$ cat src/rtl/demux_1_4_rr_sched_if.sv
// Handshake and bus bundle for the 1-to-4 round-robin demux scheduler.
// DEMUX_SCHED_STATS_EN adds the statistics select/readback pair.
interface demux_1_4_rr_sched_if #(
    parameter int WIDTH = 1
);
    logic [3:0]       en_mask;
    logic             in_valid;
    logic [WIDTH-1:0] in_data;
    logic             in_ready;
    logic [1:0]       sel;
    logic [WIDTH-1:0] y0;
    logic [WIDTH-1:0] y1;
    logic [WIDTH-1:0] y2;
    logic [WIDTH-1:0] y3;
    logic [3:0]       y_valid;
    logic [3:0]       y_ready;
    logic             busy;
`ifdef DEMUX_SCHED_STATS_EN
    logic [1:0]       stat_sel;
    logic [15:0]      stat_count;

    modport slave (
        input  en_mask, in_valid, in_data, y_ready, stat_sel,
        output in_ready, sel, y0, y1, y2, y3, y_valid, busy, stat_count
    );

    modport master (
        output en_mask, in_valid, in_data, y_ready, stat_sel,
        input  in_ready, sel, y0, y1, y2, y3, y_valid, busy, stat_count
    );
`else
    modport slave (
        input  en_mask, in_valid, in_data, y_ready,
        output in_ready, sel, y0, y1, y2, y3, y_valid, busy
    );

    modport master (
        output en_mask, in_valid, in_data, y_ready,
        input  in_ready, sel, y0, y1, y2, y3, y_valid, busy
    );
`endif
endinterface

$ cat src/rtl/demux_1_4_rr_sched.sv
// One-item holding buffer steered round-robin to four destinations in bursts, skipping masked ones.
// Optional per-destination delivery counters are enabled by DEMUX_SCHED_STATS_EN.
module demux_1_4_rr_sched #(
    parameter int WIDTH = 1,
    parameter int BURST = 2
) (
    input  logic                 clk,
    input  logic                 rst,
    demux_1_4_rr_sched_if.slave  bus
);

    localparam int                CNT_W    = (BURST > 1) ? $clog2(BURST) : 1;
    localparam logic [CNT_W-1:0]  CNT_LAST = CNT_W'(BURST - 1);
    localparam logic [0:0]        ST_IDLE  = 1'b0;
    localparam logic [0:0]        ST_HOLD  = 1'b1;

    logic [0:0]       r_state;
    logic [1:0]       r_ptr;
    logic [CNT_W-1:0] r_cnt;
    logic [WIDTH-1:0] r_data;

    logic       w_hold;
    logic       w_fire;
    logic       w_any_en;
    logic       w_in_ready;
    logic       w_accept;
    logic       w_mask_move;
    logic [1:0] w_next_ptr;
    logic [1:0] w_idx;
    logic       w_found;

    assign w_hold      = (r_state == ST_HOLD);
    assign w_any_en    = |bus.en_mask;
    assign w_fire      = w_hold & bus.y_ready[r_ptr] & bus.en_mask[r_ptr];
    assign w_in_ready  = !rst & w_any_en & (!w_hold | w_fire);
    assign w_accept    = bus.in_valid & w_in_ready;
    assign w_mask_move = w_any_en & !bus.en_mask[r_ptr];

    // First enabled index strictly after r_ptr; the +4 step lets a lone enabled ptr pick itself.
    always_comb begin
        w_next_ptr = r_ptr;
        w_found    = 1'b0;
        w_idx      = r_ptr;
        for (int k = 1; k <= 4; k++) begin
            w_idx = r_ptr + 2'(k);
            if (!w_found && bus.en_mask[w_idx]) begin
                w_next_ptr = w_idx;
                w_found    = 1'b1;
            end
        end
    end

    always_ff @(posedge clk) begin
        if (rst) begin
            r_state <= ST_IDLE;
            r_ptr   <= 2'd0;
            r_cnt   <= '0;
            r_data  <= '0;
        end else begin
            if (w_accept) begin
                r_state <= ST_HOLD;
                r_data  <= bus.in_data;
            end else if (w_fire) begin
                r_state <= ST_IDLE;
            end

            // Fire and mask-move are exclusive because fire needs en_mask[r_ptr] set.
            if (w_fire) begin
                if (r_cnt == CNT_LAST) begin
                    r_cnt <= '0;
                    r_ptr <= w_next_ptr;
                end else begin
                    r_cnt <= r_cnt + 1'b1;
                end
            end else if (w_mask_move) begin
                r_ptr <= w_next_ptr;
                r_cnt <= '0;
            end
        end
    end

    always_comb begin
        bus.y0 = '0;
        bus.y1 = '0;
        bus.y2 = '0;
        bus.y3 = '0;
        case (r_ptr)
            2'd0:    bus.y0 = r_data;
            2'd1:    bus.y1 = r_data;
            2'd2:    bus.y2 = r_data;
            default: bus.y3 = r_data;
        endcase
    end

    assign bus.y_valid  = {3'b000, w_hold} << r_ptr;
    assign bus.sel      = r_ptr;
    assign bus.busy     = w_hold;
    assign bus.in_ready = w_in_ready;

`ifdef DEMUX_SCHED_STATS_EN
    logic [15:0] r_stat [4];

    // Per-destination delivery counters saturate rather than wrap.
    always_ff @(posedge clk) begin
        if (rst) begin
            for (int n = 0; n < 4; n++) begin
                r_stat[n] <= 16'd0;
            end
        end else if (w_fire && (r_stat[r_ptr] != 16'hFFFF)) begin
            r_stat[r_ptr] <= r_stat[r_ptr] + 16'd1;
        end
    end

    assign bus.stat_count = r_stat[bus.stat_sel];
`endif

endmodule
$ cat src/flat_wrapper.sv
// flat-port wrapper written by rule: the top's interface ports become plain ports
module demux_1_4_rr_sched_flat 
#(
    parameter int WIDTH = 1,
    parameter int BURST = 2
)
  (clk, rst, bus_en_mask, bus_in_valid, bus_in_data, bus_y_ready, bus_in_ready, bus_sel, bus_y0, bus_y1, bus_y2, bus_y3, bus_y_valid, bus_busy);
  demux_1_4_rr_sched_if #(.WIDTH(WIDTH)) bus_i ();
  input  logic clk;
  input  logic rst;
  input wire logic [$bits(bus_i.en_mask)-1:0] bus_en_mask;
  input wire logic [$bits(bus_i.in_valid)-1:0] bus_in_valid;
  input wire logic [$bits(bus_i.in_data)-1:0] bus_in_data;
  input wire logic [$bits(bus_i.y_ready)-1:0] bus_y_ready;
  output wire logic [$bits(bus_i.in_ready)-1:0] bus_in_ready;
  output wire logic [$bits(bus_i.sel)-1:0] bus_sel;
  output wire logic [$bits(bus_i.y0)-1:0] bus_y0;
  output wire logic [$bits(bus_i.y1)-1:0] bus_y1;
  output wire logic [$bits(bus_i.y2)-1:0] bus_y2;
  output wire logic [$bits(bus_i.y3)-1:0] bus_y3;
  output wire logic [$bits(bus_i.y_valid)-1:0] bus_y_valid;
  output wire logic [$bits(bus_i.busy)-1:0] bus_busy;
  assign bus_i.en_mask = bus_en_mask;
  assign bus_i.in_valid = bus_in_valid;
  assign bus_i.in_data = bus_in_data;
  assign bus_i.y_ready = bus_y_ready;
  assign bus_in_ready = bus_i.in_ready;
  assign bus_sel = bus_i.sel;
  assign bus_y0 = bus_i.y0;
  assign bus_y1 = bus_i.y1;
  assign bus_y2 = bus_i.y2;
  assign bus_y3 = bus_i.y3;
  assign bus_y_valid = bus_i.y_valid;
  assign bus_busy = bus_i.busy;
  demux_1_4_rr_sched #(.WIDTH(WIDTH), .BURST(BURST)) u_core (.clk(clk), .rst(rst), .bus(bus_i));
endmodule
$ cat config.mk
export PLATFORM = sky130hd
export DESIGN_NAME = demux_1_4_rr_sched_flat
export DESIGN_NICKNAME = d
export VERILOG_FILES = /design/src/rtl/demux_1_4_rr_sched_if.sv /design/src/rtl/demux_1_4_rr_sched.sv /design/src/flat_wrapper.sv
export SDC_FILE = /design/constraint.sdc
export NUM_CORES = 1
export LEC_CHECK = 0
export ABC_AREA = 1
export CORE_MARGIN = 8
export CORE_UTILIZATION = 47
export DETAILED_ROUTE_END_ITERATION = 16
export PLACE_DENSITY_LB_ADDON = 0.2
export SLEW_MARGIN = 0
export SYNTH_ARGS = -nofsm -noshare
export SYNTH_HDL_FRONTEND = slang
export SYNTH_SLANG_ARGS = --single-unit
$ cat constraint.sdc
create_clock -name clk -period 3.8 [get_ports clk]
set_input_delay 0.38 -clock clk [delete_from_list [all_inputs] [get_ports clk]]
set_output_delay 0.38 -clock clk [all_outputs]
set_load 0.02 [all_outputs]
# Yosys cells after proc, flatten, opt, wreduce, memory -nomap -nowiden
# Cells that the tools add are included.
[word_totals]
regBits = 5
in_bits = 12
out_inout_bits = 12
wordCells = 67
[op_classes]
n_addsub = 4
order_cmp = 4
eq_ne = 3
shift = 1
n_mux = 29
bitwise_logic = 7
reduce_logical = 15
[op_table]
columns = ["op", "count"]
rows = [
  ["2-to-1 mux 1 bit", 17],
  ["2-to-1 mux 2 bit", 7],
  ["< comparator 2 x 3 -> 1 bit (second input constant)", 4],
  ["binary-select mux 1 bit (select 2 bit)", 5],
  ["AND 1 bit", 6],
  ["logical NOT 1 bit", 6],
  ["adder 2 bit (second input constant)", 2],
  ["nonzero test 2 bit", 2],
  ["OR reduction 4 bit", 1],
  ["<< shifter 1 x 2 -> 4 bit", 1],
  ["logical AND 1 bit", 3],
  ["OR reduction 3 bit", 1],
  ["adder 2 x 1 -> 2 bit (second input constant)", 1],
  ["== test 2 x 1 -> 1 bit (second input constant)", 1],
  ["== test 2 bit (second input constant)", 1],
  ["logical NOT 2 bit", 1],
  ["inequality test 2 x 1 -> 1 bit (second input constant)", 1],
  ["AND reduction 2 bit", 1],
  ["adder 1 bit (second input constant)", 1],
  ["bitwise OR 1 bit", 1],
]

# Longest topological paths before layout
[logic_depth]
word_depth = 15
mapped_depth = 12
depth_no_buf = 11

# Worst setup path after synthesis
# Ideal clock, no wire load.
[synth_path]
path_type = "register to output"
from = "register u_core.r_ptr[0], in the netlist u_core.bus.sel[0]"
to = "output port bus_in_ready"
t_arrival_ns = 1.438
required_ns = 3.420
setup_slack_ns = 1.982
path_stages_with_launch = 10
n_path_buf = 1
cell_sequence = "dfxtp_1 > buf_6 > inv_6 > nand2_2 > nand3_1 > nand2_2 > nand3_2 > nand2_2 > nand2_1 > nor2_1"
[synth_via]
elab_chain_len = 6
elab_cells_between_ends = 8
cone_classes = "mux: 4; bitwise: 4"
[synth_lines]
columns = ["element", "line_no", "rtl"]
rows = [
  ["start, declared", "demux_1_4_rr_sched.sv:18", "logic [1:0] r_ptr;"],
  ["start signal, assigned", "demux_1_4_rr_sched.sv:71", "r_ptr <= w_next_ptr;"],
  ["start signal, assigned", "demux_1_4_rr_sched.sv:76", "r_ptr <= w_next_ptr;"],
  ["binary-select mux 1 bit (select 2 bit)", "demux_1_4_rr_sched.sv:34", "assign w_fire = w_hold & bus.y_ready[r_ptr] & bus.en_mask[r_ptr];"],
  ["2-to-1 mux 1 bit (not written as such)", "demux_1_4_rr_sched.sv:34", ""],
  ["AND 1 bit", "demux_1_4_rr_sched.sv:34", ""],
  ["AND 1 bit *", "demux_1_4_rr_sched.sv:34", ""],
  ["bitwise OR 1 bit *", "demux_1_4_rr_sched.sv:35", "assign w_in_ready = !rst & w_any_en & (!w_hold | w_fire);"],
  ["AND 1 bit *", "demux_1_4_rr_sched.sv:35", ""],
  ["end, declared", "flat_wrapper.sv:15", "output wire logic [$bits(bus_i.in_ready)-1:0] bus_in_ready;"],
]
# Mark *: on every way between the ends. The rest lies on a longest branch, timed or not. The select of a mux whose other input is x is not followed.

# Final worst setup path
# Same ends and word-level chain as after synthesis.

==> impl_metrics.env <==
export IMPL_rsz0062_at_grt="no"
export IMPL_required_ns=3.42
export IMPL_grt_met1_usage=0.121
export IMPL_tritoncts="done"
export IMPL_die_x_um=53.8
export IMPL_end_kind="primary output"
export IMPL_path_max_fanout=13
export IMPL_post_route_min_period_ns=2.65
export IMPL_hold_path_end="u_core.r_cnt"
export IMPL_wl_um=1590
export IMPL_drc=0
export IMPL_cts_setup_buffers=0
export IMPL_start_util=0.511
export IMPL_cts_made_buffers=3
export IMPL_p_per_area_nw_per_um2=581
export IMPL_final_setup_tns_ns=0
export IMPL_area_delta_synth_final_pct=38.1
export IMPL_drtIter0Drc=16
export IMPL_path_class="reg2out"
export IMPL_grt_antenna_before_repair=0
export IMPL_first_pass_iters=4
export IMPL_nNetsFinal=153
export IMPL_avgSynthCellArea_um2=6.06
export IMPL_status="complete, no violations"
export IMPL_num_vias=750
export IMPL_hpwl_um=1280
export IMPL_viasPerCell=4.97
export IMPL_tightest_slew_ns=0.583
export IMPL_finalSetupViolCount=0
export IMPL_r2r_start="u_core.bus.sel[0]"
export IMPL_grt_pass1_vias=610
export IMPL_core_area_um2=1320
export IMPL_holdWs_ns=0.492
export IMPL_grt_use_met3=0.0331
export IMPL_total_power_uw=540
export IMPL_grt_max_degree=14
export IMPL_fin_crit_sh=0.698
export IMPL_portBuffers=23
export IMPL_crit_path_start_kind="register"
export IMPL_reg2regPathDepth=10
export IMPL_fill_cells=112
export IMPL_root_buffer="clkbuf_4"
export IMPL_clock_latency_ns=0.26
export IMPL_vdd_drop_max_mv=0.338
export IMPL_die_area_um2=2900
export IMPL_grt_use_met2=0.208
export IMPL_synth_area_um2=673
export IMPL_antenna_left=0
export IMPL_crit_slowest_cell="dfxtp_1"
export IMPL_clk_path_buf_depth=2
export IMPL_min_delay_path_depth=2
export IMPL_hold_violations=0
export IMPL_grt_overflow=0
export IMPL_globalplace_congestion=0.850
export IMPL_drive_above_1_share=0.154
export IMPL_cts_resized=0
export IMPL_critPathMaxStageDelay_ns=0.66
export IMPL_seq_area_frac_synth=0.149
export IMPL_syn_inst=111
export IMPL_fin_skew_ns=0.0117
export IMPL_synth_fp_nets=127
export IMPL_r2r_slack_ns=1.81
export IMPL_avgRoutedWirePerCell_um=10.5
export IMPL_clk_pin_slew_ns=0.05
export IMPL_final_max_slew_viol_count=0
export IMPL_fp_dieH_um=53.8
export IMPL_holdBufCountCts=0
export IMPL_cp_arrival_ns=2.27
export IMPL_grt_pass1_wl_um=2520
export IMPL_worstHoldStart="u_core.r_cnt"
export IMPL_r2r_end="u_core.bus.sel[1]"
export IMPL_io_pins=24
export IMPL_grt_busiest_layer="met2"
export IMPL_cts_max_level=1
export IMPL_maxCapViolCount=0
export IMPL_hold_class="reg2reg"
export IMPL_relSlewSlack=0.611
export IMPL_diodes=0
export IMPL_cts_sinks=5
export IMPL_p_leak_uw=0.000490
export IMPL_grt_use_total=0.114
export IMPL_fp_row_count=13
export IMPL_fmax_mhz=377
export IMPL_synthDistinctLibCells=17
export IMPL_worstPathCellList="inv_6 > nand2_1 > nand3_2 > nand2_2 > nand3_2 > nand2_2 > nand2_1 > nor2_1 > clkdlybuf4s50_1"
export IMPL_ys_ff_latch=5
export IMPL_yosys_warnings=0
how the worst max path moves through the flow:
stage               cells past startpoint      endpoint               from
CTS                                     9  bus_in_ready  u_core.bus.sel[0]
global placement                       10  bus_in_ready     bus_en_mask[1]
floorplan                               9  bus_in_ready  u_core.bus.sel[0]
finish                                  9  bus_in_ready  u_core.bus.sel[0]
detailed placement                     10  bus_in_ready     bus_en_mask[3]
global route                            9  bus_in_ready  u_core.bus.sel[0]
final cells by class:
class	count	area [µm²]	area share
multi-input cells	83	463	0.498
repair buffers	23	230	0.248
flip-flops and latches	5	100	0.108
inverters	21	91.3	0.0983
clock buffers	4	26.3	0.0283
well taps	15	18.8	0.0202
state kept, by name (all words and copies together) (netlist names):
name / cells
u_core.r_data: 1
u_core.bus.sel: 2
u_core.r_cnt: 1
u_core.bus.busy: 1
critical path, delay by kind of cell, from the launching register on:
kind	cells	cell delay, ns
buffers and inverters	2	0.74
DFF	1	0.66
and+or+nand+nor	7	0.61
Yosys cell counts:
library cell / n / area [µm²]
a21oi_1: 2 / 10.0
inv_8: 1 / 11.3
buf_4: 1 / 7.51
nand4_1: 5 / 31.3
inv_1: 19 / 71.3
dfxtp_1: 5 / 100
nand2_1: 34 / 128
a21oi_2: 1 / 8.76
nand3_2: 7 / 70.1
nand3_1: 10 / 50.1
nand2_4: 3 / 33.8
ha_1: 4 / 50.1
nand2_2: 5 / 31.3
buf_6: 1 / 11.3
nor3_1: 4 / 20.0
nor2_1: 8 / 30.0
inv_6: 1 / 8.76
power by group:
group / internal [µW] / switching (µW) / total (µW)
clock: 39.9 / 25.2 / 65.1
combinational: 146 / 224 / 370
sequential: 64.1 / 40.2 / 104
metrics by stage:
stage                     utilization  std cells  setup WS [ns]  instance area (µm²)
after detailed placement        0.686        147           1.26                  903
after global routing            0.706        151          0.943                  930
final                           0.706        151           1.15                  930
after CTS                       0.706        151           1.11                  930
after global placement          0.686        147           1.29                  903
after floorplan                     -        111           1.98                  673
routing by layer:
| metal | part of all wire | up-vias |
|---|---|---|
| met5 | 0 | - |
| met4 | 0.0069 | 0 |
| met3 | 0.088 | 2 |
| met2 | 0.48 | 23 |
| met1 | 0.42 | 323 |
| li1 | - | 402 |
cells in the final DEF (no fill, tap or decap):
| cell | count |
|---|---|
| nand2_1 | 34 |
| clkdlybuf4s50_1 | 23 |
| inv_1 | 19 |
| nand3_1 | 10 |
| nor2_1 | 8 |
| nand3_2 | 7 |
| nand4_1 | 5 |
| nand2_2 | 5 |
| dfxtp_1 | 5 |
| nor3_1 | 4 |
| ha_1 | 4 |
| nand2_4 | 3 |
| clkbuf_4 | 3 |
| a21oi_1 | 2 |
| inv_6 | 1 |
| inv_8 | 1 |
| a21oi_2 | 1 |
| clkbuf_1 | 1 |
cells by family after synthesis:
| kind of cell | count (synthesis) | synth area share |
|---|---|---|
| buffers and inverters | 23 | 0.164 |
| AO/OA/AOI/OAI | 3 | 0.0279 |
| flip-flops | 5 | 0.149 |
| adder cells (fa/ha/maj) | 4 | 0.0744 |
| AND/OR/NAND/NOR | 76 | 0.586 |
No activity file was read; power rests on OpenSTA's default activity.
